### config.mk
export PLATFORM = sky130hd
export DESIGN_NAME = bram2_tdp_be
export DESIGN_NICKNAME = d
export VERILOG_FILES = /design/src/rtl/bram2_tdp_be.sv
export SDC_FILE = /design/constraint.sdc
export NUM_CORES = 1
export LEC_CHECK = 0
export BUFFER_PORTS_ARGS = -buffer_cell sky130_fd_sc_hd__buf_2
export CORE_MARGIN = 2
export CORE_UTILIZATION = 40
export DETAILED_ROUTE_END_ITERATION = 6
export GPL_TIMING_DRIVEN = 0
export PLACE_DENSITY = 0.6
export SLEW_MARGIN = 10
export SYNTH_ARGS = -nofsm -noshare
export SYNTH_HDL_FRONTEND = slang
export SYNTH_SLANG_ARGS = --single-unit
### constraint.sdc
create_clock -name CLK -period 2.9 [get_ports CLK]
set_input_delay 0.29 -clock CLK [delete_from_list [all_inputs] [get_ports CLK]]
set_output_delay 0.29 -clock CLK [all_outputs]
set_load 0.03 [all_outputs]
### src/rtl/bram2_tdp_be.sv
// bram2_tdp_be: single-clock true-dual-port block RAM with per-byte write enables.
//
// Features: read-first / write-first same-port read-during-write, optional extra
// output register (read latency 1 or 2) with aligned valid strobes, a one-cycle
// cross-port collision pulse, and a post-reset sweep that writes INIT_VALUE into
// every word.
//
// Ports:
//   CLK, RST             sole clock; synchronous active-high reset
//   ENA/WEA/ADDRA/DIA    port A enable, byte write enables, address, write data
//   DOA, DOA_VALID       port A read data and its one-cycle valid strobe
//   ENB/WEB/ADDRB/DIB    port B equivalents
//   DOB, DOB_VALID       port B read data and valid strobe
//   INIT_BUSY            high in reset or while clearing; all accesses ignored
//   COLLISION            pulse one cycle after a same-address access with a write
module bram2_tdp_be #(
  parameter int unsigned ADDR_WIDTH     = 4,
  parameter int unsigned MEMSIZE        = 16,
  parameter int unsigned BYTE_WIDTH     = 8,
  parameter int unsigned NUM_BYTES      = 4,
  parameter int unsigned PIPELINED      = 0,
  parameter int unsigned WRITE_MODE     = 0,
  parameter int unsigned CLEAR_ON_RESET = 1,
  parameter logic [NUM_BYTES*BYTE_WIDTH-1:0] INIT_VALUE = '0
) (
  input  logic                             CLK,
  input  logic                             RST,
  input  logic                             ENA,
  input  logic [NUM_BYTES-1:0]             WEA,
  input  logic [ADDR_WIDTH-1:0]            ADDRA,
  input  logic [NUM_BYTES*BYTE_WIDTH-1:0]  DIA,
  output logic [NUM_BYTES*BYTE_WIDTH-1:0]  DOA,
  output logic                             DOA_VALID,
  input  logic                             ENB,
  input  logic [NUM_BYTES-1:0]             WEB,
  input  logic [ADDR_WIDTH-1:0]            ADDRB,
  input  logic [NUM_BYTES*BYTE_WIDTH-1:0]  DIB,
  output logic [NUM_BYTES*BYTE_WIDTH-1:0]  DOB,
  output logic                             DOB_VALID,
  output logic                             INIT_BUSY,
  output logic                             COLLISION
);

  localparam int unsigned DataWidth = NUM_BYTES * BYTE_WIDTH;
  localparam logic [ADDR_WIDTH-1:0] LastAddr = ADDR_WIDTH'(MEMSIZE - 1);

  typedef enum logic [1:0] {StReset, StClear, StReady} state_e;

  state_e                  state_q, state_d;
  logic [ADDR_WIDTH-1:0]   ptr_q, ptr_d;
  logic                    clear_we;

  logic [DataWidth-1:0]    mem [MEMSIZE];

  logic                    ready;
  logic                    acc_a, acc_b;
  logic                    in_a, in_b;
  logic [DataWidth-1:0]    old_a, old_b;
  logic [DataWidth-1:0]    merged_a, merged_b;
  logic [DataWidth-1:0]    rd_a, rd_b;

  logic [DataWidth-1:0]    doa1_q, dob1_q;
  logic                    va1_q, vb1_q;
  logic                    coll_q;

  // Sequencer: the first cycle after reset release already clears word 0, so the
  // sweep occupies exactly MEMSIZE cycles of INIT_BUSY.
  always_comb begin
    state_d  = state_q;
    ptr_d    = ptr_q;
    clear_we = 1'b0;
    case (state_q)
      StReset, StClear: begin
        if (CLEAR_ON_RESET != 0) begin
          clear_we = 1'b1;
          ptr_d    = ptr_q + ADDR_WIDTH'(1);
          state_d  = (ptr_q == LastAddr) ? StReady : StClear;
        end else begin
          state_d = StReady;
        end
      end
      StReady: state_d = StReady;
      default: state_d = StReset;
    endcase
  end

  always_ff @(posedge CLK) begin
    if (RST) begin
      state_q <= StReset;
      ptr_q   <= '0;
    end else begin
      state_q <= state_d;
      ptr_q   <= ptr_d;
    end
  end

  assign ready     = (state_q == StReady) && !RST;
  assign INIT_BUSY = (state_q != StReady) || RST;

  assign acc_a = ENA && ready;
  assign acc_b = ENB && ready;
  assign in_a  = 32'(ADDRA) < MEMSIZE;
  assign in_b  = 32'(ADDRB) < MEMSIZE;

  assign old_a = in_a ? mem[ADDRA] : INIT_VALUE;
  assign old_b = in_b ? mem[ADDRB] : INIT_VALUE;

  // Same-port write-first view: own enabled lanes replaced, the rest pre-write.
  always_comb begin
    merged_a = old_a;
    merged_b = old_b;
    for (int b = 0; b < int'(NUM_BYTES); b++) begin
      if (WEA[b]) merged_a[b*BYTE_WIDTH +: BYTE_WIDTH] = DIA[b*BYTE_WIDTH +: BYTE_WIDTH];
      if (WEB[b]) merged_b[b*BYTE_WIDTH +: BYTE_WIDTH] = DIB[b*BYTE_WIDTH +: BYTE_WIDTH];
    end
  end

  assign rd_a = (WRITE_MODE != 0 && in_a) ? merged_a : old_a;
  assign rd_b = (WRITE_MODE != 0 && in_b) ? merged_b : old_b;

  // Port B lanes are written after port A lanes so B wins shared lanes.
  always_ff @(posedge CLK) begin
    if (clear_we && !RST) begin
      mem[ptr_q] <= INIT_VALUE;
    end else begin
      for (int b = 0; b < int'(NUM_BYTES); b++) begin
        if (acc_a && in_a && WEA[b]) begin
          mem[ADDRA][b*BYTE_WIDTH +: BYTE_WIDTH] <= DIA[b*BYTE_WIDTH +: BYTE_WIDTH];
        end
        if (acc_b && in_b && WEB[b]) begin
          mem[ADDRB][b*BYTE_WIDTH +: BYTE_WIDTH] <= DIB[b*BYTE_WIDTH +: BYTE_WIDTH];
        end
      end
    end
  end

  always_ff @(posedge CLK) begin
    if (RST) begin
      doa1_q <= '0;
      dob1_q <= '0;
      va1_q  <= 1'b0;
      vb1_q  <= 1'b0;
      coll_q <= 1'b0;
    end else begin
      va1_q  <= acc_a;
      vb1_q  <= acc_b;
      if (acc_a) doa1_q <= rd_a;
      if (acc_b) dob1_q <= rd_b;
      coll_q <= acc_a && acc_b && (ADDRA == ADDRB) && ((|WEA) || (|WEB));
    end
  end

  assign COLLISION = coll_q;

  if (PIPELINED != 0) begin : g_pipe
    logic [DataWidth-1:0] doa2_q, dob2_q;
    logic                 va2_q, vb2_q;

    always_ff @(posedge CLK) begin
      if (RST) begin
        doa2_q <= '0;
        dob2_q <= '0;
        va2_q  <= 1'b0;
        vb2_q  <= 1'b0;
      end else begin
        va2_q <= va1_q;
        vb2_q <= vb1_q;
        if (va1_q) doa2_q <= doa1_q;
        if (vb1_q) dob2_q <= dob1_q;
      end
    end

    assign DOA       = doa2_q;
    assign DOB       = dob2_q;
    assign DOA_VALID = va2_q;
    assign DOB_VALID = vb2_q;
  end else begin : g_direct
    assign DOA       = doa1_q;
    assign DOB       = dob1_q;
    assign DOA_VALID = va1_q;
    assign DOB_VALID = vb1_q;
  end

endmodule

=== Word-level counts from Yosys, hierarchy flattened ===
Memories as Yosys holds them, arrays and structs flattened. A register that Yosys moved wholly into a read port is not among the register bits.
Cells that the tools add are included.

* $add $sub $neg: 1
* Equal/unequal tests: 5
* Muxes and demuxes: 32
* Reduce and logical (&&, ||, !) cells: 23

{| class="wikitable"
|+ Operators with widths
! cell !! number
|-
| $mux W32 || 1
|-
| $reduce_or A32 Y1 || 1
|-
| $mux W1 || 27
|-
| $logic_and A1 B1 Y1 || 15
|-
| $mux W4 || 2
|-
| $reduce_or A4 Y1 || 2
|-
| $add A4 B1 Y4 const B || 1
|-
| $eq A4 B4 Y1 || 1
|-
| $eq A4 B4 Y1 const B || 1
|-
| $pmux W2 S2 || 1
|-
| $eq A2 B1 Y1 const B || 1
|-
| $eq A2 B2 Y1 const B || 1
|-
| $logic_not A2 Y1 || 1
|-
| $logic_or A1 B1 Y1 || 2
|-
| $mux W2 || 1
|-
| $ne A2 B2 Y1 const B || 1
|-
| $reduce_or A2 Y1 || 1
|-
| $logic_not A1 Y1 || 1
|}

* Bits in registers: 9
* Bits in writable memories: 512
* Input bits: 84
* Output and inout port bits: 68
* Logic and storage cells: 67
* Memories: 1

{| class="wikitable"
|+ Memory list
! name !! depth !! bits a word !! rd ports !! clocked after Yosys merged registers in !! write ports !! RTL line !! text
|-
| mem || 16 || 32 || 2 || 2 || 2 || 53 || <nowiki>logic [DataWidth-1:0] mem [MEMSIZE];</nowiki>
|}

=== Longest topological paths before layout ===
Gate-level depths: netlist (run 1).

* Depth after elaboration: 9
* Gate-level depth with buffers: 7
* Mapped depth without buffers: 4

=== Least setup slack after synthesis (run 1) ===
Ideal clock, no wire load.

* Kind: input port to flip-flop
* From: input RST
* To: memory mem[3][0] (netlist bit) (enable)
* Library setup time: 0.384 ns
* Data arrival time: 2.001 ns
* Data required time: 2.516 ns
* Path slack: 0.515 ns
* Cell stages on the path: 6
* Buffers on the path: 2
* Path through: buf_6 -> and4bb_2 -> and2b_4 -> buf_6 -> mux2_2 -> o21ai_0

{| class="wikitable"
|+ RTL lines
! what !! RTL line !! text
|-
| from (decl) || 27 || <nowiki>input logic RST,</nowiki>
|-
| to (decl) || 53 ||
|}

==> results of run 1 <==
[how the worst min path moves through the flow]
stage / to / depth (start not counted)
floorplan: COLLISION$_SDFF_PP0_ / 2
finish: mem[4][30]$_DFFE_PP_ / 2
CTS: mem[4][30]$_DFFE_PP_ / 2
global placement: DOB[6]$_SDFFE_PP0P_ / 2
global route: mem[4][30]$_DFFE_PP_ / 2
detailed placement: DOB[2]$_SDFFE_PP0P_ / 2
[layout by cell type (no fill, tap or decap), types with 11 or more instances in the layout]
cell type	count
and2_0	12
nand3_1	11
nand2_4	40
clkbuf_1	102
mux2i_1	65
edfxtp_1	512
mux4_2	256
clkbuf_16	71
buf_4	87
a22oi_1	64
dfxtp_1	73
and2_4	20
mux2_1	22
mux2_2	491
nand2_1	112
buf_2	220
o211ai_1	124
clkinv_2	12
[flip-flops by register name, summed over array words and instances, names as in the netlist]
signal     flops
ptr_q          4
mem          512
DOA           32
DOB           32
DOA_VALID      1
DOB_VALID      1
COLLISION      1
state_q        2
[through the flow]
stage	hold slack [ns]	utilization [%]	cells	instance area, µm²
6_report	0.06751	46.31	3491	37960
5_1_grt	0.06256	46.30	3490	37960
4_1_cts	0.03750	46.22	3482	37890
3_5_place_dp	0.4545	43.32	3330	35520
3_3_place_gp	0.4539	42.87	3286	35140
2_1_floorplan	0.4410	-	2072	33080
[layer usage]
layer  vias to the layer above  GRT usage [%]  routed length [µm]
met5                         -              0                  37
met4                         6          12.37                5724
met3                       313          8.198               12160
met2                      1247          43.93               54900
met1                     11440          36.16               46620
li1                       9109              -                   -
[cells in the mapped netlist (2+ instances only)]
cell      instances
buf_1            10
nand2b_1          6
nor2_1           10
and2_0           12
nor4_1            4
a22oi_1          64
buf_4            10
buf_6             3
buf_8             4
clkbuf_1         81
nand2_4          40
buf_2            77
o211ai_1        124
xor2_1            2
nand2_1         114
a21oi_1           5
mux2i_1          65
and2_1            5
and2_4           20
nand4b_1          3
nand3_1          11
nor4b_1           2
mux2_2          491
dfxtp_1          73
edfxtp_1        512
nor2_2            8
xnor2_1           5
nor3_4            2
o21ai_0           4
mux4_2          256
and3_1            3
mux2_1           22
nor3_1            3
nor2b_1           7
[layout make-up]
type / instances / area [µm²] / area share, %
Timing Repair Buffer: 227 / 1370 / 3.609
Inverter: 1 / 3.754 / 0.009888
Buffer: 184 / 894.6 / 2.357
Antenna cell: 2 / 5.005 / 0.01318
Tap cell: 1070 / 1339 / 3.527
Clock buffer: 94 / 1883 / 4.960
Multi-Input combinational cell: 1301 / 15400 / 40.58
Clock inverter: 27 / 226.5 / 0.5966
Sequential cell: 585 / 16840 / 44.35
[repair_timing]
action | in CTS | in global routing
pin swaps | 24 | 7
hold buffers | 0 | 0
setup buffers | 32 | 6
gates resized for setup | 5 | 3
endpoints found under the setup margin | 227 | 62
cloned | 0 | 0
[worst max-delay path: cells and delay by family]
family	cells	cell delay (ns)
and+or+nand+nor	3	1.77
AOI/OAI and AO/OA	1	0.62
buffers and inverters	3	0.65
[cells by family after synthesis]
kind of cell,after synthesis,share of synthesized area (%)
multiplexers,834,36.85
flip-flops,585,50.89
AND/OR/NAND/NOR,259,4.845
AO/OA/AOI/OAI,200,4.470
buffers and inverters,186,2.719
XOR/XNOR,7,0.1853
adder cells (fa/ha/maj),1,0.03781
[power groups by stage]
stage / registers (mW) / clock network, mW / logic, mW
after floorplan: 9.32 / 0 / 0.694
after global placement: 9.33 / 0 / 1.18
after detailed placement: 9.33 / 0 / 1.22
after CTS: 9.15 / 8.48 / 1.23
after global routing: 9.15 / 8.81 / 1.30
final: 9.15 / 8.39 / 1.25
==> flow_metrics.env, run 1 <==
export IMPL_status="finished, violations left"
export IMPL_violations="DRC, setup timing"
export IMPL_swShare_pct=23.12
export IMPL_clock_tree_root_cell="clkbuf_16"
export IMPL_synth_area_top_cells="edfxtp_1 (46%), mux4_2 (17%), mux2_2 (17%), dfxtp_1 (4.4%), o211ai_1 (2.8%)"
export IMPL_grt_pass1_vias=22850
export IMPL_tightest_slew_ns=1.346
export IMPL_ff2ff_setup_slack_ns=-0.08
export IMPL_pwr_share_clk_pct=44.7
export IMPL_netlist_area_mm2=0.03308
export IMPL_antenna_found_initial=5
export IMPL_cpPeakStageDelay_ns=0.82
export IMPL_synth_flop_cell="edfxtp_1"
export IMPL_die_h_um=291.6
export IMPL_drv_slew=0
export IMPL_cp_common_cell="buf_4"
export IMPL_die_area_mm2=0.08503
export IMPL_area_delta_synth_final_pct=14.75
export IMPL_portBuffers=144
export IMPL_coreArea_mm2=0.08198
export IMPL_critPathMaxFanout=10
export IMPL_arrival_ns=3.34
export IMPL_finalPower_mw=18.79
export IMPL_synth_edff_count=512
export IMPL_hp_start="DIB[30]"
export IMPL_max_freq_ghz=0.3297
export IMPL_insertion_delay_ns=0.62
export IMPL_hold_viol_final=0
export IMPL_final_setup_tns_ns=-2.321
export IMPL_dp_slack_ns=-0.9235
export IMPL_p_comb_share_pct=6.7
export IMPL_synth_fp_nets=2157
export IMPL_n_fill_cell=7216
export IMPL_yosysUniqueCellTypes=48
export IMPL_wl_per_cell_um=34.21
export IMPL_critPathSlowestCell="nor3_1"
export IMPL_htreeDepth=3
export IMPL_ant_nets=0
export IMPL_path_cells="buf_2 > buf_4 > nand2b_1 > nor3_1 > nand2_1 > o211ai_1 > buf_4"
export IMPL_wl_um=119400
export IMPL_max_cap_violations=0
export IMPL_drc=108
export IMPL_clkTransAtPathRegs_ns=0.06
export IMPL_max_slew_margin_pct=9.850
export IMPL_place_congestion=0.9933
export IMPL_grt_pass1_wl_um=168400
export IMPL_drtIter0Drc=2587
export IMPL_period_minus_slack_ns=3.033
export IMPL_layout_drive_gt1_share_pct=51.30
export IMPL_cts_tree="done"
export IMPL_peakVddDrop_v=0.0003506
export IMPL_avgViaCountPerCell=6.335
export IMPL_vias=22110
export IMPL_timing_rr_start="state_q[1]$_SDFF_PP0_"
export IMPL_fin_nets=2451
export IMPL_first_pass_iters=7
export IMPL_period_share_pct=104.6
export IMPL_dieWidth_um=291.6
export IMPL_finClkSkew_ns=0.01815
export IMPL_track_usage_pct=28.03
export IMPL_syn_inst=2072
export IMPL_min_path_type="input pin to flop"
export IMPL_synth_area_per_cell_um2=15.97
export IMPL_worst_setup_path_type="input pin to flop"
export IMPL_synth_top_cell_area_share_pct=46.47
export IMPL_required_ns=3.21
export IMPL_cp_endpoint="mem[4][17]$_DFFE_PP_"
export IMPL_start_kind="input pin"
export IMPL_cts_sinks=585
export IMPL_seq_power_share_pct=48.7
export IMPL_numCtsBuffers=66
export IMPL_yosysWarnings=0
export IMPL_rows=105
export IMPL_grt_max_degree=20
export IMPL_leakagePower_nw=15.34
export IMPL_max_clock_path_buffers=3
export IMPL_io_pins=152
export IMPL_r2r_end="mem[2][3]$_DFFE_PP_"
export IMPL_setup_slack_ns=-0.1334
export IMPL_grt_overflow=0
export IMPL_async_flop_share_pct=0
export IMPL_synth_largest_area_cell="edfxtp_1"
export IMPL_crit_start="ADDRB[3]"
export IMPL_rsz0062_at_grt="yes"
export IMPL_ys_ff_latch=585
export IMPL_ys_seq_area_share_pct=50.89
export IMPL_p_per_area_mw_per_mm2=495.1
export IMPL_intPower_mw=14.45
export IMPL_p_sw_mw=4.345
export IMPL_dp_hpwl_um=82930
export IMPL_reg2reg_depth=7
export IMPL_initial_core_util_pct=40.36
export IMPL_final_setup_viol_count=31
export IMPL_cp_end_kind="flop"
Power figures use the tool's default switching activity.
==> inputs of run 2 (changes only) <==
Settings changed: CORE_MARGIN 2 to 5, REMOVE_ABC_BUFFERS from default to 1.
==> flow_metrics.env, run 2 (synthesized netlist as in run 1, its figures left out) <==
export IMPL_die_h_um=297.6
export IMPL_critPathMaxFanout=16
export IMPL_finalPower_mw=18.24
export IMPL_rows=105
export IMPL_start_kind="input pin"
export IMPL_peakVddDrop_v=0.0004324
export IMPL_min_path_type="input pin to flop"
export IMPL_area_delta_synth_final_pct=13.75
export IMPL_worst_setup_path_type="input pin to flop"
export IMPL_status="completed"
export IMPL_coreArea_mm2=0.08211
export IMPL_grt_pass1_vias=21950
export IMPL_final_common_cell="edfxtp_1"
export IMPL_fin_util_pct=45.83
export IMPL_regMostFlops="mem"
export IMPL_required_ns=3.24
export IMPL_antenna_found_initial=5
export IMPL_rsz0062_at_grt="no"
export IMPL_leakagePower_nw=15.05
export IMPL_grt_max_degree=72
export IMPL_insertion_delay_ns=0.63
export IMPL_dp_slack_ns=-1.307
export IMPL_final_setup_tns_ns=0
export IMPL_max_slew_margin_pct=23.64
export IMPL_vias=21050
export IMPL_dp_hpwl_um=70840
export IMPL_max_freq_ghz=0.3530
export IMPL_portBuffers=151
export IMPL_first_pass_iters=6
export IMPL_clkTransAtPathRegs_ns=0.06
export IMPL_reg2reg_depth=4
export IMPL_numCtsBuffers=61
export IMPL_final_setup_viol_count=0
export IMPL_wl_um=110100
export IMPL_htreeDepth=2
export IMPL_io_pins=152
export IMPL_clock_tree_root_cell="clkbuf_16"
export IMPL_drv_slew=0
export IMPL_period_share_pct=97.67
export IMPL_track_usage_pct=24.23
export IMPL_hold_depth=3
export IMPL_cp_end_kind="flop"
export IMPL_critPathSlowestCell="o211ai_1"
export IMPL_drc=0
export IMPL_initial_core_util_pct=40.29
export IMPL_dieWidth_um=297.6
export IMPL_tightest_slew_ns=1.140
export IMPL_arrival_ns=3.17
export IMPL_setup_slack_ns=0.06751
export IMPL_wl_per_cell_um=33.05
export IMPL_path_cells="dlygate4sd3_1 > buf_2 > and4bb_4 > nand2_1 > o211ai_1 > buf_4"
export IMPL_grt_pass1_wl_um=155300
export IMPL_max_cap_violations=0
export IMPL_place_congestion=0.9319
export IMPL_cts_tree="done"
export IMPL_max_clock_path_buffers=3
export IMPL_layout_drive_gt1_share_pct=53.72
export IMPL_grt_overflow=0
export IMPL_period_minus_slack_ns=2.832
export IMPL_die_area_mm2=0.08856
export IMPL_finClkSkew_ns=0.01458
export IMPL_drtIter0Drc=2455
export IMPL_avgViaCountPerCell=6.319
export IMPL_ant_nets=0
export IMPL_cpPeakStageDelay_ns=0.83
export IMPL_hold_viol_final=0
export IMPL_fin_nets=2291
export IMPL_layout_common_cells="edfxtp_1 (512), mux2_2 (491), mux4_2 (256)"
export IMPL_p_per_area_mw_per_mm2=484.7
export IMPL_cts_sinks=585
export IMPL_largest_reg_flops=512
run 2: changes by cell type in the layout (fill, tap and decap cells not counted), sizes merged:
cell	change
dlygate4sd3	+1
and2b	+1
bufinv	+1
clkinv	+4
clkinvlp	+2
buf	-76
clkbuf	-95
diode	+1
inv	+1
run 2: cell type report:
cell class                      instances  area (µm²)
Timing Repair Buffer                  255        1937
Sequential cell                       585       16840
Fill cell                            7048       44480
Inverter                                1       3.754
Tap cell                             1070        1339
Antenna cell                            3       7.507
Clock buffer                           80        1700
Multi-Input combinational cell       1302       15510
Clock inverter                         35       301.5
run 2: path summary, 6_finish.rpt:
kind                          from                   end  slack (ns)
min                            ENB  COLLISION$_SDFF_PP0_        0.13
max reg2reg  state_q[1]$_SDFF_PP0_  mem[7][17]$_DFFE_PP_        0.11
max                            RST  mem[7][17]$_DFFE_PP_        0.07
min reg2reg   DOA[13]$_SDFFE_PP0N_  DOA[13]$_SDFFE_PP0N_        0.46
run 2: power breakdown:
group | switching (mW) | total [mW] | leakage [nW] | internal [mW]
sequential | 0.0351 | 9.15 | 6.17 | 9.12
clock | 3.37 | 7.92 | 0.990 | 4.55
combinational | 0.708 | 1.17 | 7.89 | 0.465
run 2: worst max-delay path, delay by kind of cell:
family                 cells  cell delay, ns
buffers and inverters      3            1.14
AOI/OAI and AO/OA          1            0.83
and+or+nand+nor            2            0.89
run 2: repair_timing:
item                                   in CTS  in global routing
endpoints found under the hold margin       1                  0
gates resized for setup                    36                  1
pin swaps                                  32                  0
cloned                                      1                  0
setup endpoints to repair                 917                 32
hold buffers                                1                  0
buffers inserted                           41                  0
run 2: layer usage:
| layer | wire (µm) | share of wire [%] | vias up | GRT usage [%] |
|---|---|---|---|---|
| met4 | 5454 | 5.0 | 4 | 9.781 |
| met2 | 51790 | 47 | 1150 | 38.98 |
| met3 | 11520 | 10 | 295 | 6.868 |
| met5 | 20 | 0.018 | - | 0 |
| met1 | 41310 | 38 | 10820 | 31.10 |
| li1 | - | - | 8781 | - |
run 2: per-stage QoR:
stage	hold slack, ns	cell area, µm²	instances
floorplan	0.3591	32190	1887
global placement	0.4569	34280	3108
detailed placement	0.4582	35180	3170
CTS	0.1172	37620	3328
global route	0.1081	37630	3328
finish	0.1339	37630	3331
==> inputs of run 3 (changes only) <==
==> constraint.sdc (replaced) <==
create_clock -name CLK -period 2.9 [get_ports CLK]
set_input_delay 0.145 -clock CLK [delete_from_list [all_inputs] [get_ports CLK]]
set_output_delay 0.145 -clock CLK [all_outputs]
set_load 0.03 [all_outputs]
==> flow_metrics.env, run 3 (synthesized netlist as in run 1, its figures left out) <==
export IMPL_clock_tree_root_cell="clkbuf_16"
export IMPL_numCtsBuffers=61
export IMPL_wl_per_cell_um=32.97
export IMPL_largest_reg_flops=512
export IMPL_grt_pass1_wl_um=155300
export IMPL_portBuffers=151
export IMPL_coreArea_mm2=0.08211
export IMPL_final_setup_viol_count=4
export IMPL_grt_overflow=0
export IMPL_finalPower_mw=18.25
export IMPL_required_ns=3.24
export IMPL_setup_slack_ns=-0.003692
export IMPL_die_area_mm2=0.08856
export IMPL_dp_slack_ns=-1.287
export IMPL_insertion_delay_ns=0.64
export IMPL_grt_pass1_vias=21950
export IMPL_pwr_share_clk_pct=43.4
export IMPL_place_congestion=0.9319
export IMPL_dieWidth_um=297.6
export IMPL_final_common_cell="edfxtp_1"
export IMPL_start_kind="input pin"
export IMPL_status="finished, violations left"
export IMPL_stdcell_count=3336
export IMPL_drv_slew=0
export IMPL_layout_common_cells="edfxtp_1 (512), mux2_2 (491), mux4_2 (256)"
export IMPL_rsz0062_at_grt="no"
export IMPL_arrival_ns=3.25
export IMPL_vias=21110
export IMPL_io_pins=152
export IMPL_wl_um=110000
export IMPL_peakVddDrop_v=0.0004334
export IMPL_violations="DRC, setup timing"
export IMPL_period_share_pct=100.1
export IMPL_max_slew_margin_pct=13.50
export IMPL_hold_viol_final=0
export IMPL_dp_cells=3170
export IMPL_intPower_mw=14.14
export IMPL_cts_sinks=585
export IMPL_worst_setup_path_type="input pin to flop"
export IMPL_p_comb_share_pct=6.4
export IMPL_dp_hpwl_um=70840
export IMPL_max_cap_violations=0
export IMPL_p_per_area_mw_per_mm2=484.7
export IMPL_first_pass_iters=7
export IMPL_finalInstanceArea_mm2=0.03766
export IMPL_grt_max_degree=72
export IMPL_ant_nets=0
export IMPL_fin_nets=2295
export IMPL_min_path_type="input pin to flop"
export IMPL_cp_end_kind="flop"
export IMPL_regMostFlops="mem"
export IMPL_die_h_um=297.6
export IMPL_critPathMaxFanout=71
export IMPL_initial_core_util_pct=40.29
export IMPL_cts_tree="done"
export IMPL_finClkSkew_ns=0.01826
export IMPL_drc=5
export IMPL_max_freq_ghz=0.3444
export IMPL_layout_drive_gt1_share_pct=53.58
export IMPL_leakagePower_nw=15.05
export IMPL_swShare_pct=22.56
export IMPL_tightest_slew_ns=1.286
export IMPL_seq_power_share_pct=50.1
export IMPL_rows=105
export IMPL_area_delta_synth_final_pct=13.82
export IMPL_placed_area_mm2=0.03518
export IMPL_antenna_found_initial=5
export IMPL_drtIter0Drc=2347
export IMPL_p_sw_mw=4.119
export IMPL_track_usage_pct=24.23
export IMPL_clkTransAtPathRegs_ns=0.06
export IMPL_max_clock_path_buffers=3
export IMPL_period_minus_slack_ns=2.904
export IMPL_avgViaCountPerCell=6.329
export IMPL_htreeDepth=2
-- run 3: repair_timing --
action / 4_1_cts / 5_1_grt
hold buffers: 4 / 0
pin swaps: 34 / 0
endpoints found under the setup margin: 917 / 7
hold endpoints to repair: 20 / 0
gates resized for setup: 33 / 1
gates cloned: 1 / 0
setup buffers: 42 / 0
-- run 3: power by group through the flow --
stage	Combinational (mW)	Clock [mW]	Sequential, mW
2_1_floorplan	0.458	0	9.32
3_3_place_gp	1.11	0	9.33
3_5_place_dp	1.14	0	9.33
4_1_cts	1.17	8.05	9.15
5_1_grt	1.23	8.40	9.15
6_report	1.18	7.93	9.15
-- run 3: metal layers --
metal  share of wire, %  vias to the layer above  track usage, %
li1                   -                     8792               -
met1                 38                    10830           31.03
met2                 47                     1171           39.02
met3                 10                      316           6.904
met4                4.9                        4           9.871
met5              0.024                        -               0
-- run 3: metrics by stage --
| stage | hold WS [ns] | setup TNS (ns) | utilization [%] |
|---|---|---|---|
| 6_report | 0.03936 | -0.01078 | 45.86 |
| 5_1_grt | 0.01847 | 0 | 45.85 |
| 3_5_place_dp | 0.4582 | -450.44 | 42.84 |
| 3_3_place_gp | 0.4569 | -4053.32 | 41.75 |
| 2_1_floorplan | 0.2141 | 0 | - |
| 4_1_cts | 0.001509 | 0 | 45.84 |
-- run 3: critical path, stage by stage --
cell and delay [ns]:
buf_8 0.24, buf_16 0.30, nor4_1 1.14, nand2_2 0.65, o211ai_1 0.26, buf_4 0.18
buf_4 0.19
-- run 3: cell type report --
| type | instances | area, µm² |
|---|---|---|
| Sequential cell | 585 | 16840 |
| Tap cell | 1070 | 1339 |
| Clock buffer | 80 | 1700 |
| Antenna cell | 4 | 10.01 |
| Timing Repair Buffer | 259 | 1974 |
| Inverter | 1 | 3.754 |
| Multi-Input combinational cell | 1302 | 15490 |
| Clock inverter | 35 | 301.5 |
| Fill cell | 7050 | 44450 |
-- run 3: worst paths after layout --
check	startpoint	to	slack (ns)	depth (start not counted)
max reg2reg	state_q[1]$_SDFF_PP0_	mem[7][17]$_DFFE_PP_	0.10	4
max	ADDRB[1]	mem[0][0]$_DFFE_PP_	-0.004	7
min reg2reg	DOA[13]$_SDFFE_PP0N_	DOA[13]$_SDFFE_PP0N_	0.47	2
min	DIB[20]	mem[3][20]$_DFFE_PP_	0.04	2
